==> src/rtl/lsu_pkg.sv <==
// Shared types and funct3 encodings for the load/store unit.
package lsu_pkg;

  typedef enum logic [2:0] {
    S_IDLE  = 3'd0,
    S_LOAD  = 3'd1,
    S_RMW   = 3'd2,
    S_STORE = 3'd3,
    S_RESP  = 3'd4
  } lsu_state_t;

  localparam logic [2:0] F3_B  = 3'b000;
  localparam logic [2:0] F3_H  = 3'b001;
  localparam logic [2:0] F3_W  = 3'b010;
  localparam logic [2:0] F3_BU = 3'b100;
  localparam logic [2:0] F3_HU = 3'b101;

  // Stores only know B/H/W; loads additionally allow BU/HU.
  function automatic logic f3_illegal(input logic we, input logic [2:0] f3);
    if (we) return (f3 > F3_W);
    return (f3 == 3'b011) || (f3[2:1] == 2'b11);
  endfunction

endpackage

==> src/rtl/lsu_load_align.sv <==
// Combinational load lane select plus sign/zero extension.
module lsu_load_align
  import lsu_pkg::*;
#(
  parameter int WIDTH = 32
) (
  input  logic [WIDTH-1:0] word_i,
  input  logic [1:0]       addr_lo_i,
  input  logic [2:0]       funct3_i,
  output logic [WIDTH-1:0] data_o
);

  logic [7:0]  byte_sel;
  logic [15:0] half_sel;

  always_comb begin
    case (addr_lo_i)
      2'd0:    byte_sel = word_i[7:0];
      2'd1:    byte_sel = word_i[15:8];
      2'd2:    byte_sel = word_i[23:16];
      default: byte_sel = word_i[31:24];
    endcase
    // addr[0] is ignored for halves; misaligned halves are trapped upstream when enabled.
    half_sel = addr_lo_i[1] ? word_i[31:16] : word_i[15:0];
  end

  always_comb begin
    case (funct3_i)
      F3_B:    data_o = {{24{byte_sel[7]}}, byte_sel};
      F3_BU:   data_o = {24'd0, byte_sel};
      F3_H:    data_o = {{16{half_sel[15]}}, half_sel};
      F3_HU:   data_o = {16'd0, half_sel};
      default: data_o = word_i;
    endcase
  end

endmodule

==> src/rtl/load_store_unit.sv <==
// Single-request load/store initiator with sub-word read-modify-write stores.
// Optional misalignment trapping is enabled by defining LSU_MISALIGN_TRAP_EN.
module load_store_unit
  import lsu_pkg::*;
#(
  parameter int WIDTH       = 32,
  parameter int DEPTH_WORDS = 2048
) (
  input  logic             clk_i,
  input  logic             rstn_i,
  input  logic             req_valid_i,
  output logic             req_ready_o,
  input  logic             req_we_i,
  input  logic [2:0]       req_funct3_i,
  input  logic [31:0]      req_addr_i,
  input  logic [WIDTH-1:0] req_wdata_i,
  output logic             rsp_valid_o,
  output logic [WIDTH-1:0] rsp_rdata_o,
  output logic             rsp_err_o,
  output logic [31:0]      dmem_addr_o,
  output logic [WIDTH-1:0] dmem_wdata_o,
  output logic             dmem_we_o,
  input  logic [WIDTH-1:0] dmem_rdata_i
);

  // Handshake: a request is taken when req_valid_i && req_ready_o at a posedge;
  // req_ready_o is high only in IDLE. rsp_valid_o is a one-cycle pulse the core must take.

  localparam logic [29:0] DEPTH_W = 30'(DEPTH_WORDS);

  lsu_state_t       state_q, state_d;
  logic             we_q, we_d;
  logic [2:0]       f3_q, f3_d;
  logic [31:0]      addr_q, addr_d;
  logic [15:0]      wlo_q, wlo_d;
  logic [WIDTH-1:0] data_q, data_d;
  logic             err_q, err_d;

  logic             misalign;
  logic             req_fault;
  logic             mem_phase;
  logic [WIDTH-1:0] load_data;
  logic [WIDTH-1:0] merged;

`ifdef LSU_MISALIGN_TRAP_EN
  assign misalign = ((req_funct3_i[1:0] == 2'b01) && req_addr_i[0]) ||
                    ((req_funct3_i[1:0] == 2'b10) && (req_addr_i[1:0] != 2'b00));
`else
  assign misalign = 1'b0;
`endif

  assign req_fault = (req_addr_i[31:2] >= DEPTH_W) ||
                     f3_illegal(req_we_i, req_funct3_i) || misalign;

  lsu_load_align #(.WIDTH(WIDTH)) u_align (
    .word_i    (dmem_rdata_i),
    .addr_lo_i (addr_q[1:0]),
    .funct3_i  (f3_q),
    .data_o    (load_data)
  );

  always_comb begin
    merged = dmem_rdata_i;
    if (f3_q[1:0] == 2'b00) begin
      case (addr_q[1:0])
        2'd0:    merged[7:0]   = wlo_q[7:0];
        2'd1:    merged[15:8]  = wlo_q[7:0];
        2'd2:    merged[23:16] = wlo_q[7:0];
        default: merged[31:24] = wlo_q[7:0];
      endcase
    end else if (addr_q[1]) begin
      merged[31:16] = wlo_q;
    end else begin
      merged[15:0] = wlo_q;
    end
  end

  always_comb begin
    state_d = state_q;
    we_d    = we_q;
    f3_d    = f3_q;
    addr_d  = addr_q;
    wlo_d   = wlo_q;
    data_d  = data_q;
    err_d   = err_q;
    case (state_q)
      S_IDLE: begin
        if (req_valid_i) begin
          we_d   = req_we_i;
          f3_d   = req_funct3_i;
          addr_d = req_addr_i;
          wlo_d  = req_wdata_i[15:0];
          // Full store word parks here; RMW overwrites it with the merged word.
          data_d = req_wdata_i;
          err_d  = req_fault;
          if (req_fault)                state_d = S_RESP;
          else if (!req_we_i)           state_d = S_LOAD;
          else if (req_funct3_i == F3_W) state_d = S_STORE;
          else                          state_d = S_RMW;
        end
      end
      S_LOAD: begin
        data_d  = load_data;
        state_d = S_RESP;
      end
      S_RMW: begin
        data_d  = merged;
        state_d = S_STORE;
      end
      S_STORE: state_d = S_RESP;
      S_RESP:  state_d = S_IDLE;
      default: state_d = S_IDLE;
    endcase
  end

  always_ff @(posedge clk_i) begin
    if (!rstn_i) begin
      state_q <= S_IDLE;
      we_q    <= 1'b0;
      f3_q    <= 3'd0;
      addr_q  <= 32'd0;
      wlo_q   <= 16'd0;
      data_q  <= '0;
      err_q   <= 1'b0;
    end else begin
      state_q <= state_d;
      we_q    <= we_d;
      f3_q    <= f3_d;
      addr_q  <= addr_d;
      wlo_q   <= wlo_d;
      data_q  <= data_d;
      err_q   <= err_d;
    end
  end

  assign mem_phase    = (state_q == S_LOAD) || (state_q == S_RMW) || (state_q == S_STORE);
  assign req_ready_o  = (state_q == S_IDLE);
  // Reset gates the write strobe and response so nothing escapes during the reset cycle.
  assign dmem_we_o    = (state_q == S_STORE) && rstn_i;
  assign rsp_valid_o  = (state_q == S_RESP) && rstn_i;
  assign rsp_err_o    = rsp_valid_o && err_q;
  assign rsp_rdata_o  = (rsp_valid_o && !we_q && !err_q) ? data_q : '0;
  assign dmem_addr_o  = mem_phase ? {2'b00, addr_q[31:2]} : 32'd0;
  assign dmem_wdata_o = (state_q == S_STORE) ? data_q : '0;

endmodule

==> config.mk <==
export PLATFORM = sky130hd
export DESIGN_NAME = load_store_unit
export DESIGN_NICKNAME = d
export VERILOG_FILES = /design/src/rtl/lsu_pkg.sv /design/src/rtl/lsu_load_align.sv /design/src/rtl/load_store_unit.sv
export SDC_FILE = /design/constraint.sdc
export NUM_CORES = 1
export LEC_CHECK = 0
export BUFFER_PORTS_ARGS = -buffer_cell sky130_fd_sc_hd__buf_2
export CORE_MARGIN = 2
export CORE_UTILIZATION = 51
export DETAILED_ROUTE_END_ITERATION = 7
export GPL_ROUTABILITY_DRIVEN = 0
export PLACE_DENSITY = 0.81
export SLEW_MARGIN = 5
export SYNTH_ARGS = -nofsm -noshare
export SYNTH_HDL_FRONTEND = slang
export SYNTH_SLANG_ARGS = --single-unit
==> constraint.sdc <==
create_clock -name clk_i -period 2.1 [get_ports clk_i]
set_input_delay 0 -clock clk_i [delete_from_list [all_inputs] [get_ports clk_i]]
set_output_delay 0 -clock clk_i [all_outputs]
set_load 0.01 [all_outputs]
==> results <==
- The flow ran to the end, and the final reports show no timing, DRC or antenna violations.
- The total wire length after detailed routing is 20,000 um.
- The clock period minus worst slack is 1.94 ns.
- The transition time of the tightest slew-check pin is 0.729 ns.
- The wire length on met3 is 1840 um.
- Entering global routing, the biggest net connects 41 pins.
- The library cell used as clock root buffer is sky130_fd_sc_hd__clkbuf_16.
- Data on the critical path arrives at its endpoint at 2.20 ns.
- In the final layout, the share of cells above drive strength 1 is 30.8%.
- The most common cell after layout, fill and taps aside is sky130_fd_sc_hd__buf_2.
- The number of violations reported at the end of detailed-routing iteration 0 is 382.
- The number of antenna violations at the first check in global routing is 1.
- The leakage power of the design is 0.00339 uW.
- The post-synthesis sequential area ratio is 30.1%.
- The top layer used by detailed routing is met5.
- The worst setup path category is reg -> reg.
- The overall power consumption is 4290 uW.
- The minimum setup slack in the final design is 0.164 ns.
- The height of the die is 111 um.
- In this run, synthesis inferred 0 flip-flops with an integrated enable.
- Setup repair after global routing left no endpoint under its margin.
- The launch instance of the worst register-to-register path is f3_q[0].
- The initial utilization of the core area, before any placement, comes to 51.8%.
- The worst setup path startpoint is f3_q[0].
- The growth of design area from synthesis to finish is 33.9%.
- The total number of H-tree levels is 3.
- The gate count after technology mapping is 759.
- Once detail routing completed, the nets flagged for antenna violations numbered 0.
- The path type of the worst min-delay path is in -> reg.
- The number of global-route vias before repair was 6,382.
- The slowest stage of the critical path belongs to the cell sky130_fd_sc_hd__a221o_1.
- The clock passes through at most 2 buffers.
- The post-detailed-placement half-perimeter wirelength is 13,500 um.
- The later pin in the worst-skew pair is clocked with a latency of 0.34 ns.
- On the worst path, the slowest cell contributes a delay of 0.68 ns.
- The worst setup path endpoint is data_q[28].
- Clock-pin slew was measured on the worst setup and hold paths at 0.07 ns.
- Max-cap violations in this run came to 0.
- The number of hold violations in the final report is 0.
- In the final timing run, aggregate negative setup slack is 0 ns.
- The number of primary I/O pins is 203.
- The die is 111 um wide.
- Across the VDD grid, the largest voltage drop is 0.392 mV.
- The worst setup skew after layout is 0.00908 ns.
- The prevailing post-synth register cell is sky130_fd_sc_hd__dfxtp_1.
- TritonCTS built the clock tree.
- Summing over every cut layer, the via total after detailed routing is 6,478.
- Counting buffers and inverters, the worst setup path is 4 cells deep.
- The mean number of vias per cell is 5.73.
- The overall global routing resource usage is 31.6%.
- The average instance in the mapped netlist occupies 7.72 um^2.
- The endpoint of the worst-slack reg-to-reg timing path is data_q[28].
- The wire length of the first global-routing pass is 32,000 um.
- The count of unresolved DRC violations after routing is 0.
- The number of cell instances on the worst register-to-register path is 4.
- Leaving out fill and tap cells, the most frequent cells in the layout are 200 x sky130_fd_sc_hd__buf_2, 160 x sky130_fd_sc_hd__nand2_1, 96 x sky130_fd_sc_hd__and2_1.
- The number of detailed-route iterations in the first pass is 5.
- The net count of the finished layout is 1,085.
- The final cycle utilization of the critical path is 92.2%.
- Of all nets on the critical path, the largest fanout is 16.
- The full die area is 12,400 um^2.
- STA classifies the critical path startpoint as a flip-flop.
- Walking the worst path, the cells encountered are nor3_1, a221o_1, nand3_1, a41oi_1.
- The remaining global-route overflow is 0.
- Broken down by cell family, the worst path's largest delay share belongs to compound AO/OA/AOI/OAI gates.
- Together, buffers and inverters on the worst path number 0.
- The sum of routed wire segments on met1 is 7810 um.
- The area of the mapped netlist is 5860 um^2.
- The number of buffers inserted by port buffering is 200.
- The floorplan has 39 rows.
- The number of setup buffers added after CTS is 0.
- The count of unique library cells instantiated by Yosys is 43.
- Of all flip-flops after synthesis, the portion carrying an async set or reset was 0%.
- The power density normalized to cell area is 546 nW/um^2.
- Counting every sink on the clock net gives 88.
- The setup check on the worst reg-to-reg path leaves a slack of 0.16 ns.
- The worst setup slack after placement is 0.191 ns.
- The final max-slew violation count is 0.
- For the worst setup path, the data required time is 2.36 ns.
- The detailed-route wire length per cell is 17.7 um.
- The core region is 11,300 um^2.
- The synthesized design contains 88 register bits.
- TritonCTS created 9 clock buffers.
- The met2 wire length is 9230 um.
- During synthesis, Yosys emitted a total of 0 warnings.
- The kind of capture point of the worst setup path is a flip-flop.
- The final antenna diode count is 0.
- The total of endpoints with negative setup slack in the final report is 0.
- The highest attainable clock frequency is 0.517 GHz.
- The worst slew margin relative to its limit is 51.4%.
## through the flow
step | util, % | area, um^2 | hold WS, ns | instances
after global placement | 62.2 | 7040 | 0.253 | 1063
final | 69.3 | 7850 | 0.0231 | 1130
after floorplan | - | 5870 | 0.145 | 760
after global routing | 69.3 | 7850 | 0.0327 | 1130
after CTS | 69.3 | 7840 | 0.0192 | 1130
after detailed placement | 62.2 | 7040 | 0.259 | 1063
## cell families after synthesis
| kind of cell | after synthesis | synth area share (%) |
|---|---|---|
| AND/OR/NAND/NOR | 328 | 28.0 |
| AO/OA/AOI/OAI | 198 | 23.9 |
| flip-flops | 88 | 30.1 |
| buffers and inverters | 82 | 5.91 |
| multiplexers | 62 | 12.0 |
| other | 1 | 0.0640 |
## final cells by class
cell class	count	area [um^2]
inverters	11	41.3
multi-input cells	590	3780
fillers	919	3470
clock inverters	5	57.6
well taps	143	179
clock buffers	11	233
repair buffers	282	1800
flip-flops and latches	88	1760
## synthesized netlist by cell type, types with 2 or more instances
cell type | n | area share [%]
sky130_fd_sc_hd__a41oi_1 | 31 | 4.6
sky130_fd_sc_hd__o211ai_1 | 17 | 2.2
sky130_fd_sc_hd__a21boi_0 | 55 | 7.0
sky130_fd_sc_hd__nand2_1 | 161 | 10
sky130_fd_sc_hd__mux2i_1 | 16 | 2.7
sky130_fd_sc_hd__nand3_1 | 17 | 1.5
sky130_fd_sc_hd__mux2_2 | 39 | 7.5
sky130_fd_sc_hd__nor3_1 | 6 | 0.51
sky130_fd_sc_hd__a21oi_1 | 2 | 0.17
sky130_fd_sc_hd__buf_2 | 16 | 1.4
sky130_fd_sc_hd__nor3b_2 | 2 | 0.43
sky130_fd_sc_hd__o21ai_0 | 67 | 5.7
sky130_fd_sc_hd__and3_1 | 2 | 0.21
sky130_fd_sc_hd__inv_1 | 11 | 0.70
sky130_fd_sc_hd__buf_4 | 3 | 0.38
sky130_fd_sc_hd__or3b_1 | 2 | 0.30
sky130_fd_sc_hd__and2_1 | 97 | 10
sky130_fd_sc_hd__nor2_1 | 5 | 0.32
sky130_fd_sc_hd__nor2b_1 | 2 | 0.21
sky130_fd_sc_hd__a2bb2oi_1 | 7 | 1.0
sky130_fd_sc_hd__nor4_1 | 4 | 0.43
sky130_fd_sc_hd__nand2b_1 | 20 | 2.1
sky130_fd_sc_hd__o21a_1 | 2 | 0.26
sky130_fd_sc_hd__buf_1 | 3 | 0.19
sky130_fd_sc_hd__mux2_4 | 7 | 1.8
sky130_fd_sc_hd__nor3b_1 | 4 | 0.51
sky130_fd_sc_hd__a221o_1 | 9 | 1.5
sky130_fd_sc_hd__a31oi_1 | 3 | 0.32
sky130_fd_sc_hd__dfxtp_1 | 88 | 30
sky130_fd_sc_hd__clkbuf_1 | 48 | 3.1
## worst min path at each step
stage / from / end / slack (ns) / cells after the start
after floorplan: req_wdata_i[10] / wlo_q[10] / 0.14 / 2
after global placement: req_addr_i[11] / addr_q[11] / 0.25 / 3
after detailed placement: req_addr_i[5] / addr_q[5] / 0.26 / 3
after CTS: req_addr_i[1] / addr_q[1] / 0.02 / 3
after global routing: req_wdata_i[21] / data_q[21] / 0.03 / 3
final: req_wdata_i[19] / data_q[19] / 0.02 / 3
## report_power, final
| group | internal [uW] | total (uW) | switching [uW] |
|---|---|---|---|
| registers | 1780 | 1860 | 85.7 |
| clock network | 922 | 1610 | 685 |
| logic | 380 | 814 | 434 |
## tightest hold or removal path, cell delays in order
cell and delay (ns):
sky130_fd_sc_hd__buf_2 0.07, sky130_fd_sc_hd__o21ai_0 0.08, sky130_fd_sc_hd__a41oi_1 0.17
## sequential cells by signal, indices dropped and copies added (netlist names)
| register | cells |
|---|---|
| state_q | 3 |
| err_q | 1 |
| wlo_q | 16 |
| data_q | 32 |
| f3_q | 3 |
| we_q | 1 |
| addr_q | 32 |
## per-layer routing
metal / vias to the layer above / track usage, %
met5: - / 0
met4: 2 / 16.9
met3: 72 / 7.98
met2: 343 / 53.1
met1: 2982 / 37.0
li1: 3079 / -
## timing repair
item                                    in CTS  in global routing
endpoints found under the hold margin       51                  0
resized for setup                            0                  2
hold buffers                                51                  0
endpoints found under the setup margin       0                 32
(Power assumes the default switching activity.)
